File: config.mk
export PLATFORM = sky130hd
export DESIGN_NAME = immediate_extractor
export DESIGN_NICKNAME = d
export VERILOG_FILES = /design/src/rtl/imm_pkg.sv /design/src/rtl/imm_decode_comb.sv /design/src/rtl/immediate_extractor.sv
export SDC_FILE = /design/constraint.sdc
export NUM_CORES = 1
export LEC_CHECK = 0
export CAP_MARGIN = 20
export CORE_MARGIN = 2
export CORE_UTILIZATION = 42
export CTS_CLUSTER_SIZE = 10
export DETAILED_ROUTE_END_ITERATION = 7
export PLACE_DENSITY = 0.79
export SYNTH_ARGS = -nofsm -noshare
export SYNTH_HDL_FRONTEND = slang
export SYNTH_SLANG_ARGS = --single-unit
export TNS_END_PERCENT = 30
File: constraint.sdc
create_clock -name CLK -period 1.7 [get_ports CLK]
set_clock_uncertainty 0.15 [all_clocks]
set_input_delay 0.51 -clock CLK [delete_from_list [all_inputs] [get_ports CLK]]
set_output_delay 0.51 -clock CLK [all_outputs]
set_load 0.03 [all_outputs]
File: src/rtl/imm_pkg.sv
// Shared constants for the RV32I immediate extractor: format-select encodings and datapath width.
package imm_pkg;

    localparam int XLEN = 32;

    localparam logic [2:0] IMM_NONE  = 3'd0;
    localparam logic [2:0] IMM_I     = 3'd1;
    localparam logic [2:0] IMM_U     = 3'd2;
    localparam logic [2:0] IMM_S     = 3'd3;
    localparam logic [2:0] IMM_B     = 3'd4;
    localparam logic [2:0] IMM_J     = 3'd5;
    localparam logic [2:0] IMM_SHAMT = 3'd6;
    localparam logic [2:0] IMM_ZIMM  = 3'd7;

endpackage

File: src/rtl/imm_decode_comb.sv
// Purpose: combinational RV32I immediate extraction from instruction word and format select.
// Latency: zero (pure combinational).
// Backpressure: none; output follows inputs continuously.
module imm_decode_comb
    import imm_pkg::*;
(
    input  logic [31:0] instruction,
    input  logic [2:0]  selection,
    output logic [31:0] imm
);

    logic sign;

    assign sign = instruction[31];

    // Opcode is deliberately ignored; the control unit owns the format choice.
    always_comb begin
        imm = '0;
        case (selection)
            IMM_NONE:  imm = '0;
            IMM_I:     imm = {{20{sign}}, instruction[31:20]};
            IMM_U:     imm = {instruction[31:12], 12'b0};
            IMM_S:     imm = {{20{sign}}, instruction[31:25], instruction[11:7]};
            IMM_B:     imm = {{19{sign}}, instruction[31], instruction[7],
                              instruction[30:25], instruction[11:8], 1'b0};
            IMM_J:     imm = {{11{sign}}, instruction[31], instruction[19:12],
                              instruction[20], instruction[30:21], 1'b0};
            IMM_SHAMT: imm = {27'b0, instruction[24:20]};
            IMM_ZIMM:  imm = {27'b0, instruction[19:15]};
            default:   imm = '0;
        endcase
    end

endmodule

File: src/rtl/immediate_extractor.sv
// Purpose: decode-stage immediate extractor; IMM_COMB_OUT_EN selects a zero-latency bypass instead of the register.
// Latency: 1 cycle registered (default), 0 with IMM_COMB_OUT_EN; synchronous active-low reset.
// Backpressure: EN low holds VALUE; no ready/valid handshake.
module immediate_extractor #(
    parameter int XLEN = imm_pkg::XLEN
) (
    input  logic            CLK,
    input  logic            RESET_N,
    input  logic            EN,
    input  logic [XLEN-1:0] INSTRUCTION,
    input  logic [2:0]      SELECTION,
    output logic [XLEN-1:0] VALUE
);

    logic [XLEN-1:0] imm_d;

    imm_decode_comb u_decode (
        .instruction (INSTRUCTION),
        .selection   (SELECTION),
        .imm         (imm_d)
    );

`ifdef IMM_COMB_OUT_EN
    // Clock, reset and enable are kept on the boundary so both builds share one footprint.
    logic unused_ctrl;
    assign unused_ctrl = &{1'b0, CLK, RESET_N, EN};
    assign VALUE = imm_d;
`else
    logic [XLEN-1:0] value_q;

    // Reset outranks enable so a mid-stream reset always clears the output.
    always_ff @(posedge CLK) begin
        if (!RESET_N) begin
            value_q <= '0;
        end else if (EN) begin
            value_q <= imm_d;
        end
    end

    assign VALUE = value_q;
`endif

endmodule

### After elaboration in Yosys (flattened, before gate mapping)

Index checks and enable logic that the tools add are counted.

* register bits after elaboration: 32
* bits in latches: 0
* memory bits (writable): 0
* bits in read-only memories: 0
* input port bits: 38
* output and inout port bits: 32
* memories: 0

* add/subtract/negate cells: 0
* multiply operators: 0
* divide/modulo/power cells: 0
* magnitude comparators: 0
* eq/ne operators: 7
* shift operators: 0
* muxes and demuxes: 1
* bitwise logic cells: 0
* reduce and logical (&&, ||, !) cells: 1

Operator list (number)
* $pmux W32 S8: 1
* $eq A3 B3 Y1 const B: 4
* $eq A3 B2 Y1 const B: 2
* $eq A3 B1 Y1 const B: 1
* $logic_not A3 Y1: 1

### Logic depth before layout (Yosys ltp)

* depth after elaboration: 2
* depth in mapped cells: 6
* gate-level depth less buffers: 3

### By module

Synthesis repeated with hierarchy kept, for this count alone.

* cells, all modules: 192
* area total of the unflattened synthesis: 1865.5 µm²

Modules (own cells, without submodules)
* immediate_extractor: instances 1, cells an instance 103, area an instance 1243.7 µm², sequential area each 640.6 µm²
* imm_decode_comb: instances 1, cells an instance 89, area an instance 621.8 µm², sequential area each 0.0 µm²

### Worst setup path before layout

OpenSTA, ideal clock, no wires.

* kind: in2reg
* from: input SELECTION[2]
* to: register value_q[24], in the netlist VALUE[24]
* setup time: 128 ps
* arrival: 1370 ps
* required time: 1422 ps
* path slack: 53 ps
* cell stages on the path: 6
* path buffers: 3
* path through: buf_4 or2_1 buf_2 buf_6 a22oi_1 o21ai_1

* cells in the longest elaborated chain, start to end: 2

Ends and longest elaborated chain
* start: declaration: RTL line immediate_extractor.sv:11 `input logic [2:0] SELECTION,`
* $eq A3 B3 Y1 (tied with other cells): RTL line imm_decode_comb.sv:19 `case (selection)`
* $pmux W32 S8 (*): RTL line imm_decode_comb.sv:19
* end signal: assignment: RTL line immediate_extractor.sv:36 `value_q <= imm_d;`
* end: declaration: RTL line immediate_extractor.sv:29 `logic [XLEN-1:0] value_q;`

Mark *: on every way between the ends. The rest lies on a longest branch, timed or not.
A chain may end at the register's enable or synchronous reset.

### Worst setup path in the final report

* from: input SELECTION[2]
* to: register value_q[18], in the netlist VALUE[18]

The elaborated chain is that of the path after synthesis.

==> impl_results.md <==
* Outcome: finished, violations left
* Failing checks: negative setup slack
* DPL Wire Length at ~3500 um
* CP max stage delay at 0.34 ns
* Synth top area share at between 30% and 40%
* Crit share post-route at 101%
* Layout cells sized above 1 at 32.4%
* Post-synth ARST share at 0%
* Clk_lat worst skew at 0.28 ns
* Post-placement cell count at just over 300
* GRT Residual Overflow at 0
* Antenna-violating nets left at 0
* Critical-path top delay cell: a311oi_1
* Largest net degree at the start of global routing at 24
* Placed inst area at 2440 um2
* Switch Pwr at around 570 uW
* CP Class: in2reg
* Design area at roughly 2700 um2
* Ant diodes at 0
* Worst path cell trace: clkdlybuf4s15_1, buf_4, nor3b_4, buf_2, o21ai_0, a311oi_1
* Worst hold path endpoint: VALUE[27]
* Final hold vios at 0
* Total routed wirelength at around 5200 um
* Max Fanout on Critical Path at 4
* TritonCTS Buffers at 5
* Post-synth EDFFs at 0
* Cell variety after synth at 39
* # nets final at 315
* Min Tclk post-route at ~1.7 ns
* Initial core utilization at between 40 and 50%
* MaxCap Viol Count at 0
* Worst path top cell family by delay: buffers and inverters
* Clock share of power at between 30% and 40%
* Number of cells on the worst hold path at 2
* DIE AREA at roughly 4400 um2
* PwrDens at around 800 nW/um2
* Unrepaired setup endpoints after global routing: yes
* CP Depth at 6
* Yosys reg bits at 32
* Gpl congestion at between 0.8 and 0.9
* Hold Crit Start: VALUE[27]
* Via count at around 1800
* Worst Path Buf+Inv at 3
* Largest register FFs at 32
* Synth area leaders: dfxtp_1, a22oi_1, nand2_1
* Worst r2r dst: VALUE[2]
* Core Rows at 22
* Relative slew slack at between 70% and 80%
* Core Region at roughly 3700 um2
* TritonCTS clock tree: yes
* Setup crit start kind: input pin
* Syn_area_per_cell at ~9 um2
* Final non-filler cell total at 326
* Int Pwr at about 1.6 mW
* Peak Freq at roughly 0.58 GHz
* Final core occ at ~72%
* Critical Path RT at ~1.7 ns
* Worst-path clk slew at approximately 0.07 ns
* Synth Flop Type: dfxtp_1
* Bufs on Longest Clock Path at 2
* Peak supply drop at 0.000441 V
* Starting DRC count in detailed routing at approximately 160
* Worst R2R Start: VALUE[2]
* Crit path arrival time at 1.75 ns
* Final setup fails at 1
* HP Class: reg2reg
* DR vias/cell at approximately 5.6
* Register-to-register setup slack at between 0.6 and 0.7 ns
* Max-slew violation count at 0
* Worst reg2reg path depth at 2
* Initial antenna violation count at 0
* Synthesized instance count at 185
* Worst slew pin tran at roughly 0.40 ns
* Yosys warns at 0
* Area growth, synth to finish at 62.4%
* Global-route usage over all layers at between 20% and 30%
* Leakage at between 1 and 1.5 nW
* H-tree levels at 2
* Setup crit end kind: flip-flop
* Die height at roughly 67 um
* Port Buffers at 62
* Combinational power share at roughly a quarter
* Hold_buf cts at 0
* Clock sinks at 32
* Clock Tree Root: clkbuf_8
* Die Span X at around 67 um
* I/O pin total at 70
* Sequential share of the synthesized area at 38.9%
* Power Total at 2.13 mW
* Vias in the first global route at approximately 1800
* Syn_nets at roughly 220
* Synth area leader: dfxtp_1
* Synthesized cell area at 1650 um2
* Average routed wire per standard cell at ~16 um
* Crit path launch: SELECTION[2]
* Register share of total power at 38.1%
* First-pass DRT Iterations at 4
* DRC viols at 0
* Wire length of the first global-routing pass at 8050 um
* Final WS setup at -0.0238 ns
* Sw Share at between 20% and 30%
layout by cell type (no fill, tap or decap), types with 3 or more instances in the layout:
master,synthesis,layout
a211oi_1,3,3
a21bo_2,3,3
a21oi_1,9,8
a222oi_1,3,3
a22oi_1,11,11
a311oi_1,8,6
a32oi_1,6,6
buf_4,4,42
buf_6,2,6
clkbuf_2,0,8
clkbuf_8,0,7
clkdlybuf4s15_1,0,9
clkdlybuf4s50_1,0,26
dfxtp_1,32,32
dlygate4sd2_1,0,7
mux2_2,4,4
nand2_1,22,22
nor2_1,4,4
nor2b_1,12,12
o211ai_1,5,5
o21ai_0,12,8
o21ai_1,11,12
o21ai_2,0,3
through the flow:
step	setup slack [ns]	TNS [ns]	hold slack (ns)
after CTS	0.000291	0	0.299
after global routing	-0.0614	-0.0918	0.324
after floorplan	0.0527	0	0.427
after global placement	-0.494	-13.76	0.288
final	-0.0238	-0.0238	0.294
after detailed placement	-0.593	-14.57	0.293
power groups by stage:
stage / Combinational (mW) / Sequential, mW / Clock, mW
3_5_place_dp: 0.481 / 0.826 / 0
6_report: 0.512 / 0.809 / 0.804
2_1_floorplan: 0.181 / 0.896 / 0
4_1_cts: 0.488 / 0.808 / 0.811
3_3_place_gp: 0.474 / 0.825 / 0
5_1_grt: 0.544 / 0.813 / 0.860
worst max-delay path by stage:
stage	end	slack (ns)
2_1_floorplan	VALUE[24]	0.05
3_3_place_gp	VALUE[13]	-0.49
3_5_place_dp	VALUE[17]	-0.59
4_1_cts	VALUE[12]	0.0003
5_1_grt	VALUE[18]	-0.06
6_report	VALUE[18]	-0.02
cells by family after synthesis:
family / synth area share [%]
simple gates: 16.7
flops: 38.9
compound gates: 33.9
buf+inv: 7.07
mux: 3.35
synth_stat cells, types with 2 or more instances:
library cell  count
buf_4             4
a311oi_1          8
nor2_1            4
a32oi_1           6
a211oi_1          3
nand2_1          22
nor2b_1          12
dfxtp_1          32
mux2_2            4
a21bo_2           3
and3b_1           3
o211ai_1          5
o21ai_1          11
a21oi_1           9
a22oi_1          11
clkbuf_1          3
a222oi_1          3
buf_2             9
buf_6             2
o21ai_0          12
cell type report:
type,count,area [um2]
inverter,2,7.51
timing repair buffer,103,910
fill,302,1040
clock buffer,7,96.3
tap,48,60.1
sequential,32,641
clock inverter,1,30.0
multi-input combinational,133,928
layer usage:
layer	wire length (um)	global-route usage (%)	vias up
met5	0	0	-
met4	70	9.69	0
met3	324	5.57	8
met2	2480	38.4	73
met1	2300	30.8	862
li1	-	-	888
tightest hold or removal path, cell delays in order, from the launching register on:
cell     delay [ns]
dfxtp_1        0.31
nand2_1        0.05
o21ai_1        0.05
timing repair:
action / CTS / global route
hold endpoints to repair: 0 / 0
setup endpoints to repair: 52 / 34
gates cloned: 2 / 1
buffers inserted: 5 / 3
resized for setup: 42 / 30
pin swaps: 5 / 8
Note: power is estimated with default switching activity, not from simulation.
